## config.mk

```make
export PLATFORM = sky130hd
export DESIGN_NAME = fp_unpack_stage
export DESIGN_NICKNAME = d
export VERILOG_FILES = /design/src/rtl/fp_unpack_stage.sv
export SDC_FILE = /design/constraint.sdc
export NUM_CORES = 1
export LEC_CHECK = 0
export ABC_CLOCK_PERIOD_IN_PS = 8500
export CAP_MARGIN = 15
export CORE_MARGIN = 5
export CORE_UTILIZATION = 45
export DETAILED_ROUTE_END_ITERATION = 12
export PLACE_DENSITY = 0.73
export SLEW_MARGIN = 20
export SYNTH_ARGS = -nofsm -noshare
export SYNTH_HDL_FRONTEND = slang
export SYNTH_SLANG_ARGS = --single-unit
```

## constraint.sdc

```tcl
create_clock -name clock -period 8.5 [get_ports clock]
set_input_delay 1.7 -clock clock [delete_from_list [all_inputs] [get_ports clock]]
set_output_delay 1.7 -clock clock [all_outputs]
set_load 0.005 [all_outputs]
```

## src/rtl/fp_unpack_stage.sv

```systemverilog
// fp_unpack_stage: input stage of the floating-point datapath.
// Unpacks two packed IEEE-754 operands into sign, effective exponent,
// explicit-hidden-bit significand and a class code. The result is held
// in a two-entry skid buffer, which lets in_ready come from a flop.
//
// Build option: define FP_UNPACK_FTZ_EN to flush subnormal inputs to zero.
// In that build class 1 is never produced. Timing is the same in both builds.
//
// Buffer states:
//   state | meaning
//   EMPTY | no valid entry; out_valid low
//   ONE   | main entry valid and presented on the outputs
//   FULL  | main and skid valid; in_ready low
module fp_unpack_stage #(
  parameter int EXP_W = 8,
  parameter int MAN_W = 23,
  parameter int TAG_W = 4
) (
  input  logic                    clock,
  input  logic                    reset,
  input  logic                    in_valid,
  output logic                    in_ready,
  input  logic [EXP_W+MAN_W:0]    in_a,
  input  logic [EXP_W+MAN_W:0]    in_b,
  input  logic [TAG_W-1:0]        in_tag,
  output logic                    out_valid,
  input  logic                    out_ready,
  output logic                    out_a_sign,
  output logic                    out_b_sign,
  output logic [EXP_W-1:0]        out_a_exp,
  output logic [EXP_W-1:0]        out_b_exp,
  output logic [MAN_W:0]          out_a_sig,
  output logic [MAN_W:0]          out_b_sig,
  output logic [2:0]              out_a_cls,
  output logic [2:0]              out_b_cls,
  output logic [TAG_W-1:0]        out_tag
);

  localparam int W = EXP_W + MAN_W + 1;

  localparam logic [2:0] CLS_ZERO = 3'd0;
  localparam logic [2:0] CLS_SUB  = 3'd1;
  localparam logic [2:0] CLS_NORM = 3'd2;
  localparam logic [2:0] CLS_INF  = 3'd3;
  localparam logic [2:0] CLS_QNAN = 3'd4;
  localparam logic [2:0] CLS_SNAN = 3'd5;

  typedef struct packed {
    logic             sign;
    logic [EXP_W-1:0] exp;
    logic [MAN_W:0]   sig;
    logic [2:0]       cls;
  } op_t;

  typedef struct packed {
    op_t              a;
    op_t              b;
    logic [TAG_W-1:0] tag;
  } entry_t;

  typedef enum logic [1:0] {
    EMPTY = 2'b00,
    ONE   = 2'b01,
    FULL  = 2'b10
  } state_t;

  // Field split and classification of one packed operand.
  function automatic op_t unpack_op(input logic [W-1:0] op);
    op_t              r;
    logic [EXP_W-1:0] e;
    logic [MAN_W-1:0] m;
    e      = op[W-2:MAN_W];
    m      = op[MAN_W-1:0];
    r.sign = op[W-1];
    r.exp  = e;
    r.sig  = {1'b1, m};
    r.cls  = CLS_NORM;
    if (e == '0) begin
      if (m == '0) begin
        r.exp = '0;
        r.sig = '0;
        r.cls = CLS_ZERO;
      end else begin
`ifdef FP_UNPACK_FTZ_EN
        r.exp = '0;
        r.sig = '0;
        r.cls = CLS_ZERO;
`else
        // Subnormals share the smallest normal scale, so report exponent 1.
        r.exp = {{(EXP_W-1){1'b0}}, 1'b1};
        r.sig = {1'b0, m};
        r.cls = CLS_SUB;
`endif
      end
    end else if (e == '1) begin
      if (m == '0)
        r.cls = CLS_INF;
      else if (m[MAN_W-1])
        r.cls = CLS_QNAN;
      else
        r.cls = CLS_SNAN;
    end
    return r;
  endfunction

  state_t state_q, state_d;
  entry_t main_q, skid_q;
  entry_t in_entry;
  logic   in_fire, out_fire;
  logic   load_main_in, load_main_skid, load_skid;

  // Unpack happens before the buffer; only unpacked fields are stored.
  always_comb begin
    in_entry.a   = unpack_op(in_a);
    in_entry.b   = unpack_op(in_b);
    in_entry.tag = in_tag;
  end

  assign out_valid = (state_q != EMPTY);
  assign in_fire   = in_valid & in_ready;
  assign out_fire  = out_valid & out_ready;

  // Next-state and buffer load selection.
  always_comb begin
    state_d        = state_q;
    load_main_in   = 1'b0;
    load_main_skid = 1'b0;
    load_skid      = 1'b0;
    unique case (state_q)
      EMPTY: begin
        if (in_fire) begin
          load_main_in = 1'b1;
          state_d      = ONE;
        end
      end
      ONE: begin
        if (in_fire && out_fire) begin
          load_main_in = 1'b1;
        end else if (in_fire) begin
          load_skid = 1'b1;
          state_d   = FULL;
        end else if (out_fire) begin
          state_d = EMPTY;
        end
      end
      FULL: begin
        // in_ready is low here, so only the drain path can move.
        if (out_fire) begin
          load_main_skid = 1'b1;
          state_d        = ONE;
        end
      end
      default: state_d = EMPTY;
    endcase
  end

  // State register and registered in_ready.
  always_ff @(posedge clock or posedge reset) begin
    if (reset) begin
      state_q  <= EMPTY;
      in_ready <= 1'b1;
    end else begin
      state_q  <= state_d;
      in_ready <= (state_d != FULL);
    end
  end

  // Main entry drives the outputs; it refills from input or skid.
  always_ff @(posedge clock or posedge reset) begin
    if (reset)
      main_q <= '0;
    else if (load_main_in)
      main_q <= in_entry;
    else if (load_main_skid)
      main_q <= skid_q;
  end

  // Skid entry catches the pair accepted while the output is stalled.
  always_ff @(posedge clock or posedge reset) begin
    if (reset)
      skid_q <= '0;
    else if (load_skid)
      skid_q <= in_entry;
  end

  assign out_a_sign = main_q.a.sign;
  assign out_a_exp  = main_q.a.exp;
  assign out_a_sig  = main_q.a.sig;
  assign out_a_cls  = main_q.a.cls;
  assign out_b_sign = main_q.b.sign;
  assign out_b_exp  = main_q.b.exp;
  assign out_b_sig  = main_q.b.sig;
  assign out_b_cls  = main_q.b.cls;
  assign out_tag    = main_q.tag;

endmodule

```

**After elaboration in Yosys (flattened, before gate mapping)**

Index checks and enable logic that the tools add are counted.

- Bits in registers: 155
- Input bits: 72
- Logic and storage cells: 62

- Eq/ne operators: 5
- Multiplexer cells: 27
- Bitwise logic cells: 2
- Reduce and logical (&&, ||, !) cells: 8

Operator list:

| operator | count |
|---|---|
| 76-bit 2-to-1 mux | 2 |
| 32-bit 2-to-1 mux | 2 |
| 28-bit 2-to-1 mux | 2 |
| 23-bit logical NOT | 2 |
| 3-bit 2-to-1 mux | 6 |
| 8-bit == test (second input constant) | 2 |
| 8-bit logical NOT | 2 |
| 2-bit 2-to-1 mux | 5 |
| 1-bit 2-to-1 mux | 8 |
| 2-bit one-hot mux with 3 select lines | 1 |
| 2-bit nonzero test | 2 |
| 1-bit bitwise AND | 2 |
| 2-bit by 1-bit == test with 1-bit output (second input constant) | 1 |
| 2-bit == test (second input constant) | 1 |
| 2-bit logical NOT | 1 |
| 2-bit inequality test (second input constant) | 1 |
| 1-bit one-hot mux with 2 select lines | 1 |
| 1-bit logical AND | 1 |

**Longest topological paths before layout**

- Word-level depth: 7
- Mapped depth: 7
- Mapped depth without buffers: 4

**Worst setup path after synthesis**

OpenSTA, ideal clock, no wires.

- Path type: in2reg
- From: input port in_b[27]
- To: register skid_q[5] in the netlist's numbering
- Arrival: 2,680 ps
- Required time: 8,379 ps
- Setup slack: 5,699 ps
- Cell stages on the path: 4
- Path buffers: 0
- Cells stage by stage: or4_1 -> nor2_2 -> nor2_1 -> a22o_1

- Cells in the longest elaborated chain, start to end: 3
- Elaborated cells between the ends (all ways): 4
- Classes of those cells: eq/ne: 1; mux: 2; reduce/logical: 1

RTL lines:

| item | RTL line | text |
|---|---|---|
| start, declared | 24 | `input logic [EXP_W+MAN_W:0] in_b,` |
| 8-bit == test | 95 | `end else if (e == '1) begin` |
| 3-bit 2-to-1 mux | 95 |  |
| 3-bit 2-to-1 mux * | 78 | `if (e == '0) begin` |
| end signal, assigned | 183 | `skid_q <= in_entry;` |
| end, declared | 107 | `entry_t main_q, skid_q;` |

Mark *: on every way between the ends. The rest lies on a longest branch, timed or not.
A chain may end at the register's enable or synchronous reset.

**Final worst setup path**

- From: input port in_valid
- To: register main_q (netlist bit out_b_cls[2])

- Cells in the longest elaborated chain, start to end: 5
- Elaborated cells between the ends (all ways): 7
- Classes of those cells: mux: 4; bitwise: 1; reduce/logical: 2

RTL lines:

| item | RTL line | text |
|---|---|---|
| start, declared | 21 | `input logic in_valid,` |
| 1-bit bitwise AND * | 120 | `assign in_fire = in_valid & in_ready;` |
| 1-bit logical AND | 137 | `if (in_fire && out_fire) begin` |
| 1-bit 2-to-1 mux | 137 |  |
| 1-bit one-hot mux with 2 select lines * | 129 | `unique case (state_q)` |
| 76-bit 2-to-1 mux / 2-bit nonzero test (equally long branches) | -- |  |
| end signal, assigned | 173 | `main_q <= in_entry;` |
| end signal, assigned | 175 | `main_q <= skid_q;` |
| end, declared | 107 |  |

Marked as above.

==> impl_metrics.env <==
export IMPL_hp_start="out_b_sig[21]"
export IMPL_via_count=5491
export IMPL_intPower_w=0.00206
export IMPL_worst_vdd_rail_ir_drop_mv=0.175
export IMPL_worst_r2r_startpoint="in_ready"
export IMPL_outcome="complete, no violations"
export IMPL_final_hold_fails=0
export IMPL_first_global_vias=5511
export IMPL_synthesis_instances=701
export IMPL_synth_compound_gate_area_share=0.115
export IMPL_post_synth_and_or_nand_nor_area_fraction=0.251
export IMPL_final_nets=907
export IMPL_synthAdderAreaFrac=0
export IMPL_signed_area_change_from_the_synthesized_netlist_to_the_final_layout_pct=33.5
export IMPL_final_period_utilization=0.449
export IMPL_drv_slew=0
export IMPL_clk_network_pwr_share=0.250
export IMPL_drive_above_1_share=0.0508
export IMPL_pwr_share_seq=0.435
export IMPL_routed_wire_length_per_instance_um=16.4
export IMPL_synth_sequential_area_ratio=0.600
export IMPL_report_final_setup_viol=0
export IMPL_grt_first_pass_wirelength_um=27500
export IMPL_antenna_found_initial=0
export IMPL_grt_setup_unrepaired="no"
export IMPL_p_switching_w=0.000914
export IMPL_post_route_util=0.617
export IMPL_timing_setup_tns_ns=0
export IMPL_via_per_inst=5.35
export IMPL_filler_cell_count=1166
export IMPL_seq_area_um2=3880
export IMPL_critical_setup_path_kind="in2reg"
export IMPL_rows=43
export IMPL_clk_root_buffer_cell="clkbuf_16"
export IMPL_timing_hold_worst_path_depth=2
export IMPL_grt_util_all_layers=0.205
export IMPL_multiInputGateArea_um2=2390
export IMPL_internal_reg_to_reg_setup_slack_ns=5.95
export IMPL_crit_path_start_kind="primary input"
export IMPL_synth_area_leaders="dfrtp_1 60%, nand2_1 20%, a22oi_1 8.1%"
export IMPL_max_freq_mhz=262
export IMPL_min_clock_period_post_route_ns=3.81
export IMPL_relSlewSlack=0.340
export IMPL_synth_xor_area_frac=0
export IMPL_floorplan_die_area_um2=16900
export IMPL_worst_slew_pin_slew_ns=0.988
export IMPL_critical_path_reg2reg_endpoint="out_b_cls[2]"
export IMPL_initial_drc_count=391
export IMPL_post_route_drc_count=0
export IMPL_worst_path_max_fanout=39
export IMPL_final_antenna_net_count=0
export IMPL_die_w_um=130
export IMPL_hold_path_end="out_b_sig[21]"
export IMPL_detail_route_first_pass_iterations=7
export IMPL_main_combinational_cell_family_by_area_after_synthesis="simple AND/OR/NAND/NOR gates"
export IMPL_power_static_leakage_nw=4.12
export IMPL_hpwlAfterDp_um=11500
export IMPL_port_buffer_count=149
export IMPL_clk_latency_ns=0.42
export IMPL_cts_tree="yes"
export IMPL_max_buffers_root_to_sink=2
export IMPL_wl_um=16900
export IMPL_core_area_um2=14000
export IMPL_postSynth_asyncResetShare=1.00
export IMPL_htreeDepth=4
export IMPL_initial_core_util=0.462
export IMPL_final_weighted_congestion_in_routability_driven_placement=0.772
export IMPL_worst_r2r_cell_count=5
export IMPL_power_frac_comb=0.314
export IMPL_cts_sink_count=155
export IMPL_post_cts_setup_buffers=0
export IMPL_synth_warnings=0
export IMPL_yosys_register_bits=155
export IMPL_finClkSkew_ns=0.0108
export IMPL_globalRouteOverflowTotal=0
export IMPL_hold_path_class="reg2reg"
export IMPL_hold_buffers=0
export IMPL_net_switching_fraction_of_the_power=0.308
export IMPL_setup_worst_path_end_class="flop"
export IMPL_timing_max_cap_violations=0
export IMPL_cts_inserted_buffers=17
export IMPL_synth_fp_nets=773
export IMPL_crit_required_ns=8.84
export IMPL_yosys_area_top_type_share=0.596
export IMPL_summed_instance_area_of_the_synthesized_netlist_um2=6460
export IMPL_worst_endpoint_arrival_ns=4.15
export IMPL_ys_flop_type="dfrtp_1"
export IMPL_synth_avg_cell_area_um2=9.22
export IMPL_antennaDiodeCount=0
export IMPL_synth_mux_area_frac=0.00155
export IMPL_dieHeight_um=130
export IMPL_power_density_nw_per_um2=344
export IMPL_synthDistinctLibCells=35
export IMPL_synth_edff_count=0
export IMPL_worst_setup_hold_path_clk_slew_ns=0.06
export IMPL_io_pin_count=150
export IMPL_maximum_number_of_pins_on_one_net_before_global_route_repair=81
export IMPL_post_cts_resized=0
export IMPL_netlist_top_cell_by_area="dfrtp_1"
## through the flow
step / total power (W) / setup WS, ns / cell area [um^2] / std cells / hold WS, ns
finish: 0.00297 / 4.69 / 8630 / 1027 / 0.471
global route: 0.00318 / 4.52 / 8630 / 1027 / 0.495
CTS: 0.00300 / 4.72 / 8620 / 1027 / 0.478
detailed placement: 0.00225 / 4.28 / 8040 / 996 / 0.463
global placement: 0.00220 / 4.31 / 8040 / 996 / 0.458
floorplan: 0.00170 / 2.62 / 6460 / 701 / 0.447
## synthesized netlist by cell type (2+ instances only)
library cell	instances
a21o_1	3
a21oi_1	5
a22o_1	3
a22oi_1	70
and3b_1	2
buf_2	29
buf_4	2
clkbuf_1	8
dfrtp_1	154
inv_1	2
nand2_1	346
nand2b_1	2
nand3_1	10
nand3b_1	3
nand4_1	6
nor2_1	10
nor2_2	2
nor3_1	3
nor4_1	10
o211ai_1	7
o21ai_0	5
o22ai_1	3
or4_1	4
## layer usage
layer / part of all wire / track usage / up-vias
met5: 0 / 0 / -
met4: 0.010 / 0.0520 / 0
met3: 0.078 / 0.0573 / 15
met1: 0.43 / 0.272 / 2683
met2: 0.48 / 0.334 / 182
li1: - / - / 2611
## placed cells by master (no fill, tap or decap), types with 4 or more instances in the layout
cell | netlist | final
a21oi_1 | 5 | 5
a22oi_1 | 70 | 70
buf_4 | 2 | 5
clkbuf_16 | 0 | 17
clkbuf_8 | 0 | 4
clkdlybuf4s50_1 | 0 | 149
clkinv_2 | 0 | 4
dfrtp_1 | 154 | 154
nand2_1 | 346 | 346
nand3_1 | 10 | 10
nand4_1 | 6 | 6
nor2_1 | 10 | 9
nor4_1 | 10 | 10
o211ai_1 | 7 | 7
o21ai_0 | 5 | 5
or4_1 | 4 | 4
## how the worst max path moves through the flow
stage,from,end,slack (ns),cells after the start
5_1_grt,out_ready,skid_q[4],4.52,6
2_1_floorplan,reset,out_a_cls[0],2.62,1
6_report,in_valid,out_b_cls[2],4.69,6
4_1_cts,in_valid,out_b_cls[2],4.72,6
3_5_place_dp,in_valid,out_b_cls[2],4.28,6
3_3_place_gp,in_valid,out_b_cls[2],4.31,6
## cells by family (layout without fill, tap and decap cells)
logic type      Yosys count  after routing
mux                       1              1
compound gates          101            101
flops                   155            155
buf+inv                  42            188
simple gates            402            402
## cell type report
class,count,share of cell area
multi-input combinational,504,0.277
clock buffer,24,0.0570
timing repair buffer,155,0.179
clock inverter,7,0.0103
inverter,2,0.00145
sequential,155,0.450
tap,180,0.0261
## sequential cells by signal, summed over array words and instances, names as in the netlist
| signal | cells |
|---|---|
| in_ready | 1 |
| out_a_cls | 3 |
| out_a_exp | 8 |
| out_a_sig | 24 |
| out_a_sign | 1 |
| out_b_cls | 3 |
| out_b_exp | 8 |
| out_b_sig | 24 |
| out_b_sign | 1 |
| out_tag | 4 |
| skid_q | 76 |
| state_q | 2 |
## power groups by stage
stage | combinational [W] | clock (W) | sequential, W
after floorplan | 0.000427 | 0 | 0.00127
after global placement | 0.000917 | 0 | 0.00128
after detailed placement | 0.000945 | 0 | 0.00130
after CTS | 0.000951 | 0.000755 | 0.00129
after global routing | 0.00105 | 0.000787 | 0.00134
final | 0.000933 | 0.000744 | 0.00129
## worst max-delay path, cell delays in order
cell and delay, ns:
clkdlybuf4s50_1 0.55, nand3b_1 0.22, nor2_4 0.80, buf_4 0.50
o21ai_0 0.19, o22ai_1 0.19
Power figures use the tool's default switching activity.
